==> config.mk <==
export PLATFORM = sky130hd
export DESIGN_NAME = ldpc_dec_mem_addr_gen
export DESIGN_NICKNAME = d
export VERILOG_FILES = /design/src/rtl/ldpc_dec_addr_pkg.sv /design/src/rtl/ldpc_dec_cmd_delay.sv /design/src/rtl/ldpc_dec_mem_addr_gen.sv
export SDC_FILE = /design/constraint.sdc
export NUM_CORES = 1
export LEC_CHECK = 0
export ABC_AREA = 1
export BUFFER_PORTS_ARGS = -buffer_cell sky130_fd_sc_hd__buf_2
export CORE_UTILIZATION = 60
export CTS_BUF_LIST = sky130_fd_sc_hd__clkbuf_16
export CTS_CLUSTER_SIZE = 12
export DETAILED_ROUTE_END_ITERATION = 6
export PLACE_DENSITY_LB_ADDON = 0.08
export REMOVE_ABC_BUFFERS = 1
export SKIP_LAST_GASP = 1
export SLEW_MARGIN = 20
export SYNTH_ARGS = -nofsm -noshare
export SYNTH_HDL_FRONTEND = slang
export SYNTH_SLANG_ARGS = --single-unit
==> constraint.sdc <==
create_clock -name iclk -period 5.1 [get_ports iclk]
set_input_delay 0.255 -clock iclk [delete_from_list [all_inputs] [get_ports iclk]]
set_output_delay 0.255 -clock iclk [all_outputs]
set_load 0.005 [all_outputs]
==> src/rtl/ldpc_dec_addr_pkg.sv <==
// ldpc_dec_addr_pkg: shared widths, FSM states, command struct and circulant address helpers
package ldpc_dec_addr_pkg;
   localparam int C_N     = 8;
   localparam int ROW_N   = 4;
   localparam int Z_CYC   = 16;
   localparam int LLR_N   = 2;
   localparam int ADDR_W  = 8;
   localparam int ENG_LAT = 9;
   localparam int ITER_W  = 5;
   localparam int TAG_W   = 2;
   localparam int ROW_W   = $clog2(ROW_N);
   localparam int K_W     = $clog2(Z_CYC);
   localparam int SH_W    = $clog2(Z_CYC * LLR_N) + 1;
   localparam int SELA_W  = (LLR_N > 1) ? $clog2(LLR_N) : 1;

   typedef enum logic [2:0] {IDLE, LOAD, READ, GAP, DRAIN, DONE} state_t;

   typedef struct packed {
      logic [C_N-1:0][LLR_N-1:0][ADDR_W-1:0] addr;
      logic [C_N-1:0][LLR_N-1:0][SELA_W-1:0] sela;
      logic [C_N-1:0]                        mask;
   } cmd_t;

   // a zero shift reproduces the null-circulant addressing (row base + k, lane = select)
   function automatic logic [ADDR_W-1:0] rd_addr(int r, int k, int s, int l);
      return ADDR_W'(r * Z_CYC + (k + s / LLR_N + int'((l + s % LLR_N) >= LLR_N)) % Z_CYC);
   endfunction

   function automatic logic [SELA_W-1:0] rd_sela(int s, int l);
      return SELA_W'((l + s % LLR_N) % LLR_N);
   endfunction
endpackage

==> src/rtl/ldpc_dec_cmd_delay.sv <==
// ldpc_dec_cmd_delay: fixed-latency shift register replaying read commands on the write port
module ldpc_dec_cmd_delay
   import ldpc_dec_addr_pkg::*;
#(
   parameter type T   = cmd_t,
   parameter int  LAT = ENG_LAT
)(
   input  logic clk,
   input  logic rst,
   input  logic en,
   input  logic d_valid,
   input  T     d_cmd,
   output logic q_valid,
   output T     q_cmd
);
   logic [LAT-1:0] val;
   T               pipe [LAT];

   always_ff @(posedge clk or posedge rst)
      if (rst) val <= '0;
      else if (en) val <= {val[LAT-2:0], d_valid};

   always_ff @(posedge clk)
      if (en) begin
         pipe[0] <= d_cmd;
         for (int i = 1; i < LAT; i++) pipe[i] <= pipe[i-1];
      end

   assign q_valid = val[LAT-1];
   assign q_cmd   = pipe[LAT-1];
endmodule

==> src/rtl/ldpc_dec_mem_addr_gen.sv <==
// ldpc_dec_mem_addr_gen: walks the QC H matrix layer by layer, issuing node-memory reads
// and replaying them as write-backs after the node-engine latency
module ldpc_dec_mem_addr_gen
   import ldpc_dec_addr_pkg::*;
#(
   parameter int pC            = C_N,
   parameter int pROW_N        = ROW_N,
   parameter int pZ_CYCLES     = Z_CYC,
   parameter int pLLR_BY_CYCLE = LLR_N,
   parameter int pADDR_W       = ADDR_W,
   parameter int pENGINE_LAT   = ENG_LAT,
   parameter int pITER_W       = ITER_W,
   parameter int pTAG_W        = TAG_W
)(
   input  logic                                               iclk,
   input  logic                                               ireset,
   input  logic                                               iclkena,
   input  logic                                               istart,
   input  logic [pITER_W-1:0]                                 initer,
   output logic                                               obusy,
   output logic                                               odone,
   output logic [ROW_W-1:0]                                   oshift_raddr,
   input  logic [pC-1:0][SH_W-1:0]                            ishift,
   output logic [pTAG_W-1:0]                                  ortag,
   output logic [pC-1:0][pLLR_BY_CYCLE-1:0][pADDR_W-1:0]      oraddr,
   output logic [pC-1:0][pLLR_BY_CYCLE-1:0][SELA_W-1:0]       orsela,
   output logic [pC-1:0]                                      ormask,
   output logic                                               owrite,
   output logic [pC-1:0][pLLR_BY_CYCLE-1:0][pADDR_W-1:0]      owaddr,
   output logic [pC-1:0][pLLR_BY_CYCLE-1:0][SELA_W-1:0]       owsela,
   output logic [pC-1:0]                                      owmask
);
   localparam int GAP_W = $clog2(pENGINE_LAT);

   state_t             state, nstate;
   logic [ROW_W-1:0]   r;
   logic [pITER_W-1:0] it, it_last;
   logic [K_W-1:0]     k;
   logic [GAP_W-1:0]   g;
   logic               last_k, last_g, last_row, last_iter, rd, wval;
   cmd_t               rcmd, wcmd;

   assign last_k    = k == K_W'(pZ_CYCLES - 1);
   assign last_g    = g == GAP_W'(pENGINE_LAT - 1);
   assign last_row  = r == ROW_W'(pROW_N - 1);
   assign last_iter = it == it_last;
   assign rd        = state == READ;

   always_comb begin
      nstate = state;
      case (state)
         IDLE:    nstate = istart ? LOAD : IDLE;
         LOAD:    nstate = READ;
         READ:    nstate = !last_k ? READ : (last_row && last_iter) ? DRAIN : GAP;
         GAP:     nstate = last_g ? LOAD : GAP;
         DRAIN:   nstate = last_g ? DONE : DRAIN;
         default: nstate = IDLE;
      endcase
   end

   always_ff @(posedge iclk or posedge ireset)
      if (ireset) begin
         state   <= IDLE;
         r       <= '0;
         it      <= '0;
         it_last <= '0;
         k       <= '0;
         g       <= '0;
      end else if (iclkena) begin
         state <= nstate;
         k     <= (rd && !last_k) ? k + 1'b1 : '0;
         g     <= ((state == GAP || state == DRAIN) && !last_g) ? g + 1'b1 : '0;
         if (state == IDLE && istart) begin
            r       <= '0;
            it      <= '0;
            it_last <= (initer == '0) ? '0 : initer - 1'b1;
         end
         if (state == GAP && last_g) begin
            r  <= last_row ? '0 : r + 1'b1;
            it <= last_row ? it + 1'b1 : it;
         end
      end

   // ishift follows oshift_raddr by one cycle; r is stable from LOAD through READ
   always_comb begin
      rcmd = '0;
      for (int c = 0; c < pC; c++) begin
         rcmd.mask[c] = ishift[c][SH_W-1];
         for (int l = 0; l < pLLR_BY_CYCLE; l++) begin
            rcmd.addr[c][l] = rd_addr(int'(r), int'(k), ishift[c][SH_W-1] ? 0 : int'(ishift[c][SH_W-2:0]), l);
            rcmd.sela[c][l] = rd_sela(ishift[c][SH_W-1] ? 0 : int'(ishift[c][SH_W-2:0]), l);
         end
      end
   end

   ldpc_dec_cmd_delay #(.T(cmd_t), .LAT(pENGINE_LAT)) u_dly (
      .clk     (iclk),
      .rst     (ireset),
      .en      (iclkena),
      .d_valid (rd),
      .d_cmd   (rcmd),
      .q_valid (wval),
      .q_cmd   (wcmd)
   );

   assign obusy        = state != IDLE && state != DONE;
   assign odone        = state == DONE;
   assign oshift_raddr = r;
   assign ortag        = rd ? pTAG_W'({last_iter, last_k}) : '0;
   assign oraddr       = rd ? rcmd.addr : '0;
   assign orsela       = rd ? rcmd.sela : '0;
   assign ormask       = rd ? rcmd.mask : '0;
   assign owrite       = wval;
   assign owaddr       = wval ? wcmd.addr : '0;
   assign owsela       = wval ? wcmd.sela : '0;
   assign owmask       = wval ? wcmd.mask : '0;
endmodule

# Word level (Yosys, flattened, before mapping)
# Memories as Yosys holds them, arrays and structs flattened.
# Index checks and enable logic that the tools add are counted.
# totals
regBits	32
mem_bits_rw	1368
in_bits	57
out_inout_bits	311
elab_cells	184
mem_count	1
# memory_table
name	words	word_bits	rd	rd_clocked_by_memory_dff	write_ports	line_no	text
u_dly.pipe	9	152	9	0	9	ldpc_dec_cmd_delay.sv:17	T pipe [LAT];
# classes
add_sub_neg	61
magnitude_cmp	16
eq_ne	11
mux	32
bitwise_logic	24
reduce_logical	32
# op_table
cell	count
adder 32 x 2 -> 32 bit	16
adder 5 x 32 -> 32 bit	8
>= comparator 32 x 3 -> 1 bit, second input constant	8
2-to-1 mux 128 bit	2
adder 7 x 5 -> 8 bit	16
OR reduction 4 bit	16
2-to-1 mux 5 bit	12
adder 4 x 1 -> 5 bit	8
2-to-1 mux 16 bit	2
adder 2 x 2 -> 3 bit, first input constant	8
>= comparator 2 x 3 -> 1 bit, second input constant	8
bitwise AND 1 bit	16
2-to-1 mux 8 bit	2
case mux 3 bit (5 select lines)	1
2-to-1 mux 2 bit	5
adder 4 x 1 -> 4 bit, second input constant	2
bitwise AND 1 bit, first input constant	8
equality test 4 bit, second input constant	2
2-to-1 mux 4 bit	2
equality test 3 x 2 -> 1 bit, second input constant	2
equality test 3 bit, second input constant	2
logical AND 1 bit	6
2-to-1 mux 3 bit	2
adder 5 x 1 -> 5 bit, second input constant	1
other kinds (16)	21

# Depth between registers and ports, before layout
# logic_depth
ltp_word	9
depth_mapped	14
ltp_nobuf	14

# Modules after synthesis
# A second synthesis with hierarchy kept.
# hier_totals
hier_cells	2538
area_unflattened_um2	47929.7
# by_module_without_submodules
module	n_inst	cells_per_inst	area_per_inst_um2	seq_area_each_um2
ldpc_dec_cmd_delay	1	1559	42565.8	41304.6
ldpc_dec_mem_addr_gen	1	979	5363.9	575.6

# Least setup slack after synthesis
# Ideal clock, no wire load.
# synth_timing
kind	register to output
start	reg k[1]
end	out oraddr[122] in the netlist's numbering
arrival_time_ns	2.193
required_ns	4.845
setup_slack_ns	2.652
stages_incl_launch_ff	7
path_buffers	0
cell_sequence	dfrtp_1 inv_1 fa_1 inv_1 ha_1 or2_2 a21oi_1
# synth_lines
item	line_no	text
from (decl)	ldpc_dec_mem_addr_gen.sv:38	logic [K_W-1:0] k;
from (signal assigned)	ldpc_dec_mem_addr_gen.sv:71	k <= (rd && !last_k) ? k + 1'b1 : '0;
to (decl)	ldpc_dec_mem_addr_gen.sv:25	output logic [pC-1:0][pLLR_BY_CYCLE-1:0][pADDR_W-1:0] oraddr,

==> insert_results.sql <==
INSERT INTO impl_metrics (metric_group, metric, value, unit) VALUES
('worst_setup_path', 'crit_required', '4.85', 'ns'),
('power', 'leakagePower', '0.01461', 'µW'),
('clocking', 'clock_latency', '0.61', 'ns'),
('timing', 'setup_slack', '1.387', 'ns'),
('timing', 'finalSetupViolCount', '0', ''),
('clocking', 'cts-root-to-sink-buffers', '3', ''),
('synth', 'synth_sequential_area_ratio', '83.53', '%'),
('placed_design', 'place.detailed.hpwl', '25780', 'µm'),
('global_route', 'grt_antenna_before_repair', '3', ''),
('power', 'power.total', '15640', 'µW'),
('synth', 'netlist_area', '0.03008', 'mm²'),
('detailed_routing', 'post_drt_via_cell_ratio', '4.775', ''),
('timing', 'setup_repair_after_global_routing_missed_its_margin', 'no', ''),
('die', 'die_h', '225.9', 'µm'),
('detailed_routing', 'antenna_violating_nets_post_route', '0', ''),
('clocking', 'clk_root_buffer_cell', 'sky130_fd_sc_hd__clkbuf_16', ''),
('die', 'initial_cell_density_of_the_core', '61.19', '%'),
('detailed_routing', 'detailedRoute.firstPassIterationCount', '5', ''),
('worst_setup_path', 'crit_fanout', '12', ''),
('global_route', 'first_global_vias', '12800', ''),
('global_route', 'grt-ovfl-total', '0', ''),
('placed_design', 'io_buffer_count', '303', ''),
('timing', 'maxClockFrequency', '269.3', 'MHz'),
('die', 'count_of_boundary_i_o_pins', '368', ''),
('final_layout', 'final_net_count', '2227', ''),
('clocking', 'cts_tree', 'yes', ''),
('synth', 'synth_top_cell_by_area', 'sky130_fd_sc_hd__edfxtp_1', ''),
('worst_setup_path', 'critical_path_source_type', 'flop', ''),
('outcome', 'run_status', 'finished, final reports clean', ''),
('global_route', 'grt_first_pass_wirelength', '64720', 'µm'),
('synth', 'post_synth.cell_area_avg', '16.80', 'µm²'),
('clocking', 'cts_htree_levels', '3', ''),
('timing', 'aggregate_negative_setup_slack', '0', 'ns'),
('clocking', 'tritoncts.num_buffers', '83', ''),
('timing', 'worst_clock_skew', '0.01370', 'ns'),
('detailed_routing', 'remaining_drc_errors', '0', ''),
('synth', 'post_synth_inst_count', '1790', ''),
('power', 'power_dens_cells', '457.5', 'mW/mm²'),
('detailed_routing', 'wl', '42980', 'µm'),
('synth', 'synth-seq-cells', '842', ''),
('worst_setup_path', 'worstPathArrival', '3.46', 'ns'),
('job', 'timing.max_cap.violations', '0', ''),
('die', 'die_x', '225.9', 'µm'),
('synth', 'yosys_warning_count', '0', ''),
('placed_design', 'place_congestion', '0.8273', ''),
('global_route', 'globalRouteTotalUtil', '16.84', '%'),
('timing', 'period_needed', '3.713', 'ns'),
('worst_setup_path', 'crit_type', 'flop to output port', ''),
('final_layout', 'flow.area_growth_from_synthesis', '13.66', '%'),
('die', 'rows', '81', ''),
('clocking', 'clk_pin_slew', '0.06', 'ns'),
('power', 'vdd_ir_drop_max', '235.5', 'µV'),
('timing', 'final-hold-violation-count', '0', ''),
('synth', 'ys_top_cells_by_area', 'sky130_fd_sc_hd__edfxtp_1 81%, sky130_fd_sc_hd__inv_1 3.3%, sky130_fd_sc_hd__buf_4 3.1%', ''),
('die', 'die_area', '0.05103', 'mm²'),
('worst_setup_path', 'element_type_at_the_critical_path_end', 'output port', ''),
('detailed_routing', 'drt_first_iter_violations', '915', ''),
('timing', 'drv_slew', '0', ''),
('synth', 'post-synth-top-area-fraction', '80.87', '%'),
('final_layout', 'drive_gt1_share', '19.79', '%'),
('hold_path', 'worst_hold_path_type', 'input pin to flop', ''),
('global_route', 'grt_start_max_net_pins', '188', ''),
('detailed_routing', 'routed_length_per_placed_instance', '15.25', 'µm'),
('clocking', 'cts_setup_buffers', '0', ''),
('synth', 'yosys.cell_types.count', '35', ''),
('detailed_routing', 'vias', '13460', ''),
('timing', 'timing.final.crit_share', '72.81', '%'),
('clocking', 'cts_num_sinks', '842', ''),
('die', 'core', '0.04915', 'mm²'),
('placed_design', 'post-place-ws', '1.978', 'ns'),
('timing', 'slew_headroom', '34.81', '%'),
('timing', 'worst-slew-pin-transition', '0.9779', 'ns');
[final timing paths]
| path | start | end | slack [ns] | depth (start not counted) |
|---|---|---|---|---|
| min | ishift[6] | u_dly.pipe[0][10] | 0.03 | 3 |
| max in group asynchronous | ireset | u_dly.val[8] | 4.48 | 4 |
| min in group asynchronous | ireset | it_last[3] | 0.29 | 4 |
| max | k[0] | oraddr[42] | 1.39 | 8 |
| min reg2reg | u_dly.pipe[1][56] | u_dly.pipe[2][56] | 0.41 | 0 |
| max reg2reg | k[0] | u_dly.pipe[0][131] | 2.40 | 9 |
[cells in the final DEF, fill, tap and decap left out, drive strengths merged, types with 17 or more instances in the layout]
cell type,n
nand3,21
inv,288
nand2,250
ha,46
clkbuf,84
conb,64
o21ai,17
edfxtp,810
xor2,18
dfrtp,32
nor2,121
buf,314
[cells by family after synthesis]
group	after synthesis	share of synthesized area, %
flops	842	83.53
buf+inv	413	7.005
simple gates	409	5.424
fa+ha+maj	54	2.446
compound gates	49	0.9443
xor+xnor	22	0.6406
other cells	1	0.01247
[worst max-delay path, stage by stage, from the launching register on]
cell and delay [ns]:
sky130_fd_sc_hd__dfrtp_1 0.95, sky130_fd_sc_hd__ha_1 0.31, sky130_fd_sc_hd__inv_1 0.07, sky130_fd_sc_hd__fa_1 0.50, sky130_fd_sc_hd__inv_1 0.08, sky130_fd_sc_hd__ha_1 0.20
sky130_fd_sc_hd__or2_2 0.31, sky130_fd_sc_hd__a21oi_2 0.25, sky130_fd_sc_hd__buf_2 0.18
[synth_stat cells]
| cell | count |
|---|---|
| sky130_fd_sc_hd__dfrtp_1 | 32 |
| sky130_fd_sc_hd__nor2_4 | 1 |
| sky130_fd_sc_hd__inv_1 | 263 |
| sky130_fd_sc_hd__xnor2_1 | 4 |
| sky130_fd_sc_hd__o31ai_1 | 3 |
| sky130_fd_sc_hd__fa_1 | 8 |
| sky130_fd_sc_hd__or2_2 | 9 |
| sky130_fd_sc_hd__and2_1 | 1 |
| sky130_fd_sc_hd__nor2_1 | 119 |
| sky130_fd_sc_hd__a21oi_1 | 14 |
| sky130_fd_sc_hd__nor2_2 | 1 |
| sky130_fd_sc_hd__nand3b_1 | 1 |
| sky130_fd_sc_hd__clkbuf_1 | 12 |
| sky130_fd_sc_hd__o22ai_1 | 4 |
| sky130_fd_sc_hd__nand3_1 | 21 |
| sky130_fd_sc_hd__a31oi_1 | 7 |
| sky130_fd_sc_hd__nand2_4 | 2 |
| sky130_fd_sc_hd__o21ai_2 | 1 |
| sky130_fd_sc_hd__conb_1 | 1 |
| sky130_fd_sc_hd__xor2_1 | 18 |
| sky130_fd_sc_hd__a21oi_2 | 1 |
| sky130_fd_sc_hd__buf_6 | 11 |
| sky130_fd_sc_hd__o211a_1 | 1 |
| sky130_fd_sc_hd__nand4_1 | 2 |
| sky130_fd_sc_hd__buf_4 | 126 |
| sky130_fd_sc_hd__o21ai_0 | 16 |
| sky130_fd_sc_hd__nor3_1 | 3 |
| sky130_fd_sc_hd__or2_1 | 1 |
| sky130_fd_sc_hd__a22oi_1 | 1 |
| sky130_fd_sc_hd__a21o_1 | 1 |
| sky130_fd_sc_hd__buf_2 | 1 |
| sky130_fd_sc_hd__edfxtp_1 | 810 |
| sky130_fd_sc_hd__nand2_1 | 246 |
| sky130_fd_sc_hd__ha_1 | 46 |
| sky130_fd_sc_hd__nand2_2 | 2 |
[metrics by stage]
step | instances | instance area (µm²) | utilization, % | hold WS (ns)
6_report | 2818 | 34190 | 69.55 | 0.03362
5_1_grt | 2817 | 34180 | 69.55 | 0.03913
4_1_cts | 2816 | 34160 | 69.49 | 0.00006489
3_5_place_dp | 2680 | 31670 | 64.43 | 0.3679
3_3_place_gp | 2680 | 31670 | 64.43 | 0.3512
2_1_floorplan | 1703 | 29200 | - | 0.3539
[layout make-up]
| cell class | count | area [µm²] |
|---|---|---|
| Sequential cell | 842 | 25130 |
| Fill cell | 3224 | 14970 |
| Multi-Input combinational cell | 598 | 3084 |
| Clock buffer | 84 | 2102 |
| Timing Repair Buffer | 328 | 1807 |
| Inverter | 263 | 988.4 |
| Tap cell | 664 | 830.8 |
| Clock inverter | 38 | 244.0 |
| Antenna cell | 1 | 2.502 |
[routing by layer]
layer  track usage [%]  share of wire, %
met1             21.04                40
met2             27.44                50
met3             3.695               5.4
met4             9.568               4.2
met5                 0             0.060
[registers in the layout, summed over array words and instances, names as in the netlist]
name,cells
it_last,5
k,4
state,3
u_dly.pipe,810
oshift_raddr,2
it,5
g,4
u_dly.val,9
[report_power, final]
group / switching, µW / internal (µW) / leakage, µW / total [µW]
Sequential: 230 / 8380 / 0.00839 / 8610
Combinational: 1100 / 590 / 0.00499 / 1690
Clock: 2290 / 3050 / 0.00123 / 5340
[repair_timing]
action / CTS / global route
hold buffers: 14 / 0
endpoints found under the hold margin: 45 / 0
endpoints found under the setup margin: 0 / 0
resized for setup: 0 / 0
Power figures use the tool's default switching activity.
